<file path="src/rtl/mem_access_unit.sv">
// Memory stage: single-outstanding req/gnt/rvalid data bus, lane steering, load extension, registered writeback.
// Optional MEM_MISALIGN_TRAP_EN adds o_misaligned and completes misaligned accesses without a bus request.
package mem_pkg;
  localparam int XLEN = 32;

  typedef struct packed {
    logic       mem;
    logic       iop;
    logic [2:0] fcs_opcode;
    logic [4:0] rd;
  } control_mem_s;
endpackage

module mem_access_unit
  import mem_pkg::*;
#(
  parameter int BUS_TIMEOUT = 255,
  parameter int TMO_W       = 8
) (
  input  logic             i_clk,
  input  logic             i_rst,
  input  logic             i_valid,
  input  control_mem_s     i_control_signal,
  input  logic [XLEN-1:0]  i_alu_result,
  input  logic [XLEN-1:0]  i_store_data,
  output logic             o_stall,
  output logic             o_dmem_req,
  output logic             o_dmem_we,
  output logic [XLEN-1:0]  o_dmem_addr,
  output logic [XLEN-1:0]  o_dmem_wdata,
  output logic [3:0]       o_dmem_be,
  input  logic             i_dmem_gnt,
  input  logic             i_dmem_rvalid,
  input  logic [XLEN-1:0]  i_dmem_rdata,
  output logic             o_wb_valid,
  output logic             o_wb_we,
  output logic [4:0]       o_wb_rd,
  output logic [XLEN-1:0]  o_wb_data,
  output logic             o_bus_err
`ifdef MEM_MISALIGN_TRAP_EN
  ,
  output logic             o_misaligned
`endif
);

  typedef enum logic [1:0] {IDLE, REQ, WAIT_R, DONE} state_e;

  localparam bit               TMO_EN   = (BUS_TIMEOUT != 0);
  localparam logic [TMO_W-1:0] TMO_LAST = TMO_W'(BUS_TIMEOUT - 1);

  state_e            state_q, state_d;
  logic [XLEN-1:0]   addr_q, addr_d;
  logic [XLEN-1:0]   sdata_q, sdata_d;
  logic [2:0]        f3_q, f3_d;
  logic [4:0]        rd_q, rd_d;
  logic              store_q, store_d;
  logic [TMO_W-1:0]  cnt_q, cnt_d;
  logic              wb_we_q, wb_we_d;
  logic [XLEN-1:0]   wb_data_q, wb_data_d;
  logic              bus_err_q, bus_err_d;
`ifdef MEM_MISALIGN_TRAP_EN
  logic              mis_q, mis_d;
`endif

  logic              accept;
  logic              mis_w;
  logic              tmo_hit;
  logic [3:0]        be_w;
  logic [XLEN-1:0]   wdata_w;
  logic [XLEN-1:0]   load_w;
  logic [4:0]        byte_sh;
  logic [4:0]        half_sh;
  logic [7:0]        byte_w;
  logic [15:0]       half_w;

  assign accept  = i_valid && (state_q == IDLE || state_q == DONE);
  assign tmo_hit = TMO_EN && (cnt_q == TMO_LAST);

`ifdef MEM_MISALIGN_TRAP_EN
  assign mis_w = i_control_signal.mem &&
                 (((i_control_signal.fcs_opcode[1:0] == 2'b01) && i_alu_result[0]) ||
                  ((i_control_signal.fcs_opcode == 3'b010) && (i_alu_result[1:0] != 2'b00)));
`else
  assign mis_w = 1'b0;
`endif

  // Loads always read the full word; only stores narrow the byte enables.
  always_comb begin
    be_w    = 4'b1111;
    wdata_w = sdata_q;
    if (store_q) begin
      case (f3_q)
        3'b000: begin
          be_w    = 4'b0001 << addr_q[1:0];
          wdata_w = {4{sdata_q[7:0]}};
        end
        3'b001: begin
          be_w    = addr_q[1] ? 4'b1100 : 4'b0011;
          wdata_w = {2{sdata_q[15:0]}};
        end
        default: ;
      endcase
    end
  end

  assign byte_sh = {addr_q[1:0], 3'b000};
  assign half_sh = {addr_q[1], 4'b0000};
  assign byte_w  = i_dmem_rdata[byte_sh +: 8];
  assign half_w  = i_dmem_rdata[half_sh +: 16];

  always_comb begin
    case (f3_q)
      3'b000:  load_w = {{24{byte_w[7]}}, byte_w};
      3'b100:  load_w = {24'd0, byte_w};
      3'b001:  load_w = {{16{half_w[15]}}, half_w};
      3'b101:  load_w = {16'd0, half_w};
      default: load_w = i_dmem_rdata;
    endcase
  end

  always_comb begin
    state_d   = state_q;
    addr_d    = addr_q;
    sdata_d   = sdata_q;
    f3_d      = f3_q;
    rd_d      = rd_q;
    store_d   = store_q;
    cnt_d     = cnt_q;
    wb_we_d   = wb_we_q;
    wb_data_d = wb_data_q;
    bus_err_d = 1'b0;
`ifdef MEM_MISALIGN_TRAP_EN
    mis_d     = 1'b0;
`endif
    case (state_q)
      IDLE, DONE: begin
        state_d = IDLE;
        if (accept) begin
          addr_d  = i_alu_result;
          sdata_d = i_store_data;
          f3_d    = i_control_signal.fcs_opcode;
          rd_d    = i_control_signal.rd;
          store_d = i_control_signal.iop;
          cnt_d   = '0;
          if (!i_control_signal.mem) begin
            state_d   = DONE;
            wb_data_d = i_alu_result;
            wb_we_d   = (i_control_signal.rd != 5'd0);
          end else if (mis_w) begin
            state_d = DONE;
            wb_we_d = 1'b0;
`ifdef MEM_MISALIGN_TRAP_EN
            mis_d   = 1'b1;
`endif
          end else begin
            state_d = REQ;
          end
        end
      end
      REQ: begin
        cnt_d = cnt_q + TMO_W'(1);
        if (i_dmem_gnt) begin
          if (store_q) begin
            state_d = DONE;
            wb_we_d = 1'b0;
          end else if (i_dmem_rvalid) begin
            state_d   = DONE;
            wb_data_d = load_w;
            wb_we_d   = (rd_q != 5'd0);
          end else begin
            state_d = WAIT_R;
          end
        end else if (tmo_hit) begin
          state_d   = DONE;
          wb_we_d   = 1'b0;
          bus_err_d = 1'b1;
        end
      end
      WAIT_R: begin
        cnt_d = cnt_q + TMO_W'(1);
        if (i_dmem_rvalid) begin
          state_d   = DONE;
          wb_data_d = load_w;
          wb_we_d   = (rd_q != 5'd0);
        end else if (tmo_hit) begin
          state_d   = DONE;
          wb_we_d   = 1'b0;
          bus_err_d = 1'b1;
        end
      end
      default: state_d = IDLE;
    endcase
  end

  always_ff @(posedge i_clk or posedge i_rst) begin
    if (i_rst) begin
      state_q   <= IDLE;
      addr_q    <= '0;
      sdata_q   <= '0;
      f3_q      <= '0;
      rd_q      <= '0;
      store_q   <= 1'b0;
      cnt_q     <= '0;
      wb_we_q   <= 1'b0;
      wb_data_q <= '0;
      bus_err_q <= 1'b0;
`ifdef MEM_MISALIGN_TRAP_EN
      mis_q     <= 1'b0;
`endif
    end else begin
      state_q   <= state_d;
      addr_q    <= addr_d;
      sdata_q   <= sdata_d;
      f3_q      <= f3_d;
      rd_q      <= rd_d;
      store_q   <= store_d;
      cnt_q     <= cnt_d;
      wb_we_q   <= wb_we_d;
      wb_data_q <= wb_data_d;
      bus_err_q <= bus_err_d;
`ifdef MEM_MISALIGN_TRAP_EN
      mis_q     <= mis_d;
`endif
    end
  end

  // Bus outputs are gated by REQ so a reset or abort drops them in the same cycle.
  assign o_dmem_req   = (state_q == REQ);
  assign o_dmem_we    = o_dmem_req && store_q;
  assign o_dmem_addr  = o_dmem_req ? {addr_q[XLEN-1:2], 2'b00} : '0;
  assign o_dmem_be    = o_dmem_req ? be_w : 4'b0000;
  assign o_dmem_wdata = o_dmem_req ? wdata_w : '0;

  assign o_stall    = (state_q == REQ) || (state_q == WAIT_R) ||
                      (accept && i_control_signal.mem && !mis_w);
  assign o_wb_valid = (state_q == DONE);
  assign o_wb_we    = o_wb_valid && wb_we_q;
  assign o_wb_rd    = rd_q;
  assign o_wb_data  = wb_data_q;
  assign o_bus_err  = bus_err_q;
`ifdef MEM_MISALIGN_TRAP_EN
  assign o_misaligned = mis_q;
`endif

endmodule

</file>
<file path="config.mk">
export PLATFORM = sky130hd
export DESIGN_NAME = mem_access_unit
export DESIGN_NICKNAME = d
export VERILOG_FILES = /design/src/rtl/mem_access_unit.sv
export SDC_FILE = /design/constraint.sdc
export NUM_CORES = 1
export LEC_CHECK = 0
export ABC_AREA = 1
export BUFFER_PORTS_ARGS = -buffer_cell sky130_fd_sc_hd__buf_2
export CAP_MARGIN = 20
export CORE_MARGIN = 2
export CORE_UTILIZATION = 46
export DETAILED_ROUTE_END_ITERATION = 8
export PLACE_DENSITY = 0.77
export SLEW_MARGIN = 0
export SYNTH_ARGS = -nofsm -noshare
export SYNTH_HDL_FRONTEND = slang
export SYNTH_SLANG_ARGS = --single-unit
</file>
<file path="constraint.sdc">
create_clock -name i_clk -period 3.1 [get_ports i_clk]
set_input_delay 0.155 -clock i_clk [delete_from_list [all_inputs] [get_ports i_clk]]
set_output_delay 0.155 -clock i_clk [all_outputs]
set_load 0.03 [all_outputs]
</file>
Word-level counts from Yosys, hierarchy flattened
Index checks and enable logic that the tools add are counted.
{"block": "word_totals", "word_cells": 79, "regBits": 117}
{"block": "classes", "reduce_logical": 16, "n_shift": 3, "muxes": 37, "n_eq_ne": 12, "addsub": 1}
{"operator": "2-to-1 mux 32 bit", "count": 8}
{"operator": "one-hot mux 32 bit (4 select lines)", "count": 1}
{"operator": "one-hot mux 32 bit (3 select lines)", "count": 1}
{"operator": "one-hot mux 32 bit (2 select lines)", "count": 1}
{"operator": "variable part select 32 x 6 -> 16 bit", "count": 1}
{"operator": "variable part select 32 x 6 -> 8 bit", "count": 1}
{"operator": "one-hot mux 8 bit (2 select lines)", "count": 1}
{"operator": "2-to-1 mux 1 bit", "count": 12}
{"operator": "2-to-1 mux 4 bit", "count": 3}
{"operator": "2-to-1 mux 2 bit", "count": 5}
{"operator": "nonzero test 5 bit", "count": 2}
{"operator": "adder 8 x 1 -> 8 bit, second input constant", "count": 1}
{"operator": "== test 8 bit, second input constant", "count": 1}
{"operator": "2-to-1 mux 8 bit", "count": 1}
{"operator": "one-hot mux 4 bit (2 select lines)", "count": 1}
{"operator": "== test 3 bit, second input constant", "count": 2}
{"operator": "!= test 2 bit, second input constant", "count": 3}
{"operator": "one-hot mux 2 bit (3 select lines)", "count": 1}
{"operator": "== test 2 bit, second input constant", "count": 2}
{"operator": "logical AND 1 bit", "count": 4}
{"operator": "!= test 4 x 2 -> 1 bit, second input constant", "count": 1}
{"operator": "AND reduction 4 bit", "count": 1}
{"operator": "OR reduction 2 bit", "count": 2}
{"operator": "<< shifter 1 x 2 -> 4 bit, first input constant", "count": 1}
{"operator": "10 further kinds", "count": 12}

Logic depth before layout (Yosys ltp)
{"block": "depth", "ltp_word": 6, "mapped_depth": 12, "ltp_nobuf": 10}

Least setup slack after synthesis
Ideal clock, no wire load.
{"block": "synth_path", "kind": "register to output", "startpoint": "register state_q[1]", "endpoint": "output o_dmem_wdata[10]", "path_buffers": 2, "stages_incl_launch_ff": 7, "slack_ns": 1.070, "t_arrival_ns": 1.875, "required_time_ns": 2.945, "path_cell_list": "dfrtp_1 -> inv_1 -> ha_1 -> buf_2 -> clkbuf_1 -> nand2_1 -> a21oi_1"}
{"block": "synth_between", "elab_chain_cells": 2}
{"element": "start, declared", "line": "51", "source": "state_e state_q, state_d;"}
{"element": "start signal, assigned", "line": "211", "source": "state_q <= state_d;"}
{"element": "== test 2 x 1 -> 1 bit", "line": "228", "source": "assign o_dmem_req = (state_q == REQ);"}
{"element": "named net o_dmem_req", "line": "27", "source": "output logic o_dmem_req,"}
{"element": "2-to-1 mux 32 bit", "line": "232", "source": "assign o_dmem_wdata = o_dmem_req ? wdata_w : '0;"}
{"element": "end, declared", "line": "30", "source": "output logic [XLEN-1:0] o_dmem_wdata,"}
The timed path passes the listed nets, and every way through them passes these cells.

Final worst setup path
{"block": "layout_path", "startpoint": "register f3_q[1]", "endpoint": "output o_dmem_wdata[12]"}
{"block": "layout_between", "elab_chain_cells": 4, "word_cells_on_any_way": 5}
{"element": "start, declared", "line": "54", "source": "logic [2:0] f3_q, f3_d;"}
{"element": "start signal, assigned", "line": "200", "source": "f3_q <= '0;"}
{"element": "start signal, assigned", "line": "214", "source": "f3_q <= f3_d;"}
{"element": "== test 3 x 1 -> 1 bit / logical NOT 3 bit (equally long branches)", "line": "92", "source": "case (f3_q)"}
{"element": "one-hot mux 32 bit (2 select lines) *", "line": "92"}
{"element": "2-to-1 mux 32 bit *", "line": "91", "source": "if (store_q) begin"}
{"element": "2-to-1 mux 32 bit *", "line": "232"}
Every way passes the cells marked *; elsewhere a longest branch is shown, timed or not.

==> results.yml <==
yosys:
  synth_area_leaders: "dfrtp_1, nand2_1, o21ai_0"
  seq_area_frac_synth_pct: 45.2
  synth_mux_area_share_pct: 0.155
  synth_cell_types: 30
  yosys.area_share.simple_pct: 29.5
  yosys.area_share.adder_pct: 0.966
  async_flop_share_pct: 100
  ys_seq_elements: 117
  yosysTopAreaCell: "dfrtp_1"
  synth_common_cells: "nand2_1, dfrtp_1, inv_1"
  avgSynthCellArea_um2: 6.91
  synth_top_family_by_area: "simple AND/OR/NAND/NOR gates"
  syn_area_mm2: 0.00647
  synthCells: 937
  yosysMostFrequentCell: "nand2_1"
  synth_compound_area_share_pct: 13.2
  ys_warn_count: 0
  synth_edf_count: 0
  synth_top_area_share_pct: 45.2
  synth_ff_type: "dfrtp_1"
  synth-xor-area-share_pct: 0
global_route:
  grt_pass1_vias: 6583
  grt_pass1_wl_um: 33000
  antenna_found_initial: 3
  grt_max_degree: 73
  overflow: 0
  gr-usage-all-layers_pct: 28.5
critical_path:
  worstPathRequired_ns: 2.94
  crit_type: "reg2out"
  arrival_ns: 2.54
  r2r-start: "addr_q[1]$_DFFE_PP0P_"
  cp-start-kind: "flip-flop"
  crit_path_max_fanout: 32
  r2r_setup_slack_ns: 1.00
  critPathCaptureType: "output pin"
  r2r_end: "o_wb_data[25]$_DFFE_PP0P_"
  ff2ff_path_depth: 7
sta:
  fmax_ghz: 0.371
  worst_pin_slew_ns: 0.727
  fin_crit_ns: 2.70
  setup_tns_ns: 0
  rsz0062_at_grt: "false"
  slew_headroom_pct: 51.4
  fin_skew_ns: 0.00752
  hold_viol: 0
  setup_viol: 0
  final_max_slew_viol_count: 0
  fin_ws_ns: 0.403
  final.period_utilization_pct: 87.0
placement:
  dpl_cell_area_mm2: 0.00762
  gp_congestion: 0.945
  dpl_worst_slack_ns: 1.03
  dp_hpwl_um: 14400
  dp_cells: 1295
  portBuffers: 219
power_and_ir_drop:
  p_leak_nw: 5.11
  power_frac_seq_pct: 25.4
  peakVddDrop_mv: 0.745
  swShare_pct: 51.9
  internal-power_mw: 5.31
  p_sw_mw: 5.74
  p_clk_share_pct: 17.3
  pwr-share-comb_pct: 57.3
  total_power_mw: 11.1
  p_per_area_mw_per_mm2: 1250
drt:
  antenna_left: 0
  vias: 7114
  avgRoutedWirePerCell_um: 15.1
  route.detailed.drc: 0
  initialDrtViolationCount: 740
  drt-total-wl_um: 21100
  vias_per_cell: 5.11
  drt-pass1-iter-count: 6
clock_network:
  root_buffer: "clkbuf_16"
  htree_num_levels: 4
  cts_max_path_buffers: 2
  cts_hold_buf: 63
  insertion_delay_ns: 0.42
  postCtsSetupRepairBufs: 0
  cts_inserted_buffers: 17
  clkSinkCount: 117
  cts_resized: 0
  clk_pin_slew_worst_paths_ns: 0.06
  tritoncts: "built"
hold_path:
  hold_end: "addr_q[29]$_DFFE_PP0P_"
  min_from: "i_alu_result[29]"
  hold_depth: 3
  holdCritPathClass: "in2reg"
final_layout:
  drive_gt1_share_pct: 23.4
  design_area_mm2: 0.00883
  areaGrowthSynthToFinish_pct: 36.4
  num-nets-final: 1313
  stdcell_count: 1391
status:
  status: "completed"
floorplanning:
  core_area_mm2: 0.0138
  initial_core_util_pct: 46.8
  fp.dieH_um: 123
  io_pins: 222
  num_rows: 43
  die_w_um: 123
  die_area_mm2: 0.0150
job:
  cap_violations: 0
==> cell type report <==
class                   count  area [um2]
diodes                      1        2.50
clock inverters            13         134
clock buffers              19         443
well taps                 180         225
flip-flops and latches    117        2930
inverters                 112         427
fillers                  1220        5000
repair buffers            292        1830
multi-input cells         657        2840
==> power by group through the flow <==
stage | sequential, mW | clock, mW | combinational [mW]
global route | 2.88 | 2.00 | 7.04
CTS | 2.78 | 1.92 | 6.27
floorplan | 3.10 | 0 | 4.36
global placement | 2.78 | 0 | 6.08
detailed placement | 2.78 | 0 | 6.18
finish | 2.80 | 1.91 | 6.34
==> cells in the final DEF, fill, tap and decap left out, types with 3 or more instances in the layout <==
cell           count
nor2_1            72
clkbuf_16         17
nand2_2            5
inv_2              6
clkinvlp_4         4
buf_4              8
clkinv_2           5
nand3_1           37
clkinv_4           3
a21oi_1           62
o21ai_1           10
dlygate4sd3_1     63
o21ai_0           81
dfrtp_1          117
ha_1               4
a21oi_2            5
inv_1            102
buf_2            219
nand2_1          366
==> critical path, cell delays in order (launching register included) <==
cell,delay (ns)
dfrtp_1,0.32
buf_4,0.24
inv_2,0.15
nand3_2,0.08
buf_4,0.30
clkinv_1,0.31
nand3_1,0.18
nand2_1,0.09
a21oi_1,0.20
buf_2,0.24
==> how the worst max path moves through the flow <==
stage / start / end / slack [ns] / depth (start not counted)
6_report: f3_q[1]$_DFFE_PP0P_ / o_dmem_wdata[12] / 0.40 / 9
5_1_grt: f3_q[1]$_DFFE_PP0P_ / o_dmem_wdata[12] / 0.27 / 9
4_1_cts: f3_q[1]$_DFFE_PP0P_ / o_dmem_wdata[15] / 0.59 / 9
3_5_place_dp: f3_q[1]$_DFFE_PP0P_ / o_dmem_wdata[15] / 1.03 / 9
3_3_place_gp: f3_q[1]$_DFFE_PP0P_ / o_dmem_wdata[13] / 1.07 / 9
2_1_floorplan: state_q[1]$_DFF_PP0_ / o_dmem_wdata[10] / 1.07 / 6
==> kinds of logic (layout without fill, tap and decap cells) <==
family	Yosys count	after routing
AO/OA/AOI/OAI	164	164
adder cells (fa/ha/maj)	5	5
buffers and inverters	164	436
flip-flops	117	117
multiplexers	1	1
other	1	3
AND/OR/NAND/NOR	485	485
==> registers in the layout (all words and copies together), names as in the netlist <==
name and cells:
state_q 2, o_wb_data 32, o_bus_err 1, f3_q 3, sdata_q 32, wb_we_q 1
store_q 1, addr_q 32, o_wb_rd 5, cnt_q 8
==> metal layers <==
layer  track usage (%)  part of all wire (%)
met5                 0                 0.052
met4              11.6                   2.9
met3              5.76                   6.7
met2              44.7                    47
met1              38.8                    44
==> per-stage QoR <==
stage	hold WS (ns)	utilization, %
floorplan	0.265	-
global placement	0.297	55.1
detailed placement	0.303	55.1
CTS	0.00602	63.8
global route	0.00513	63.9
finish	0.00511	63.9
Power figures use the tool's default switching activity.
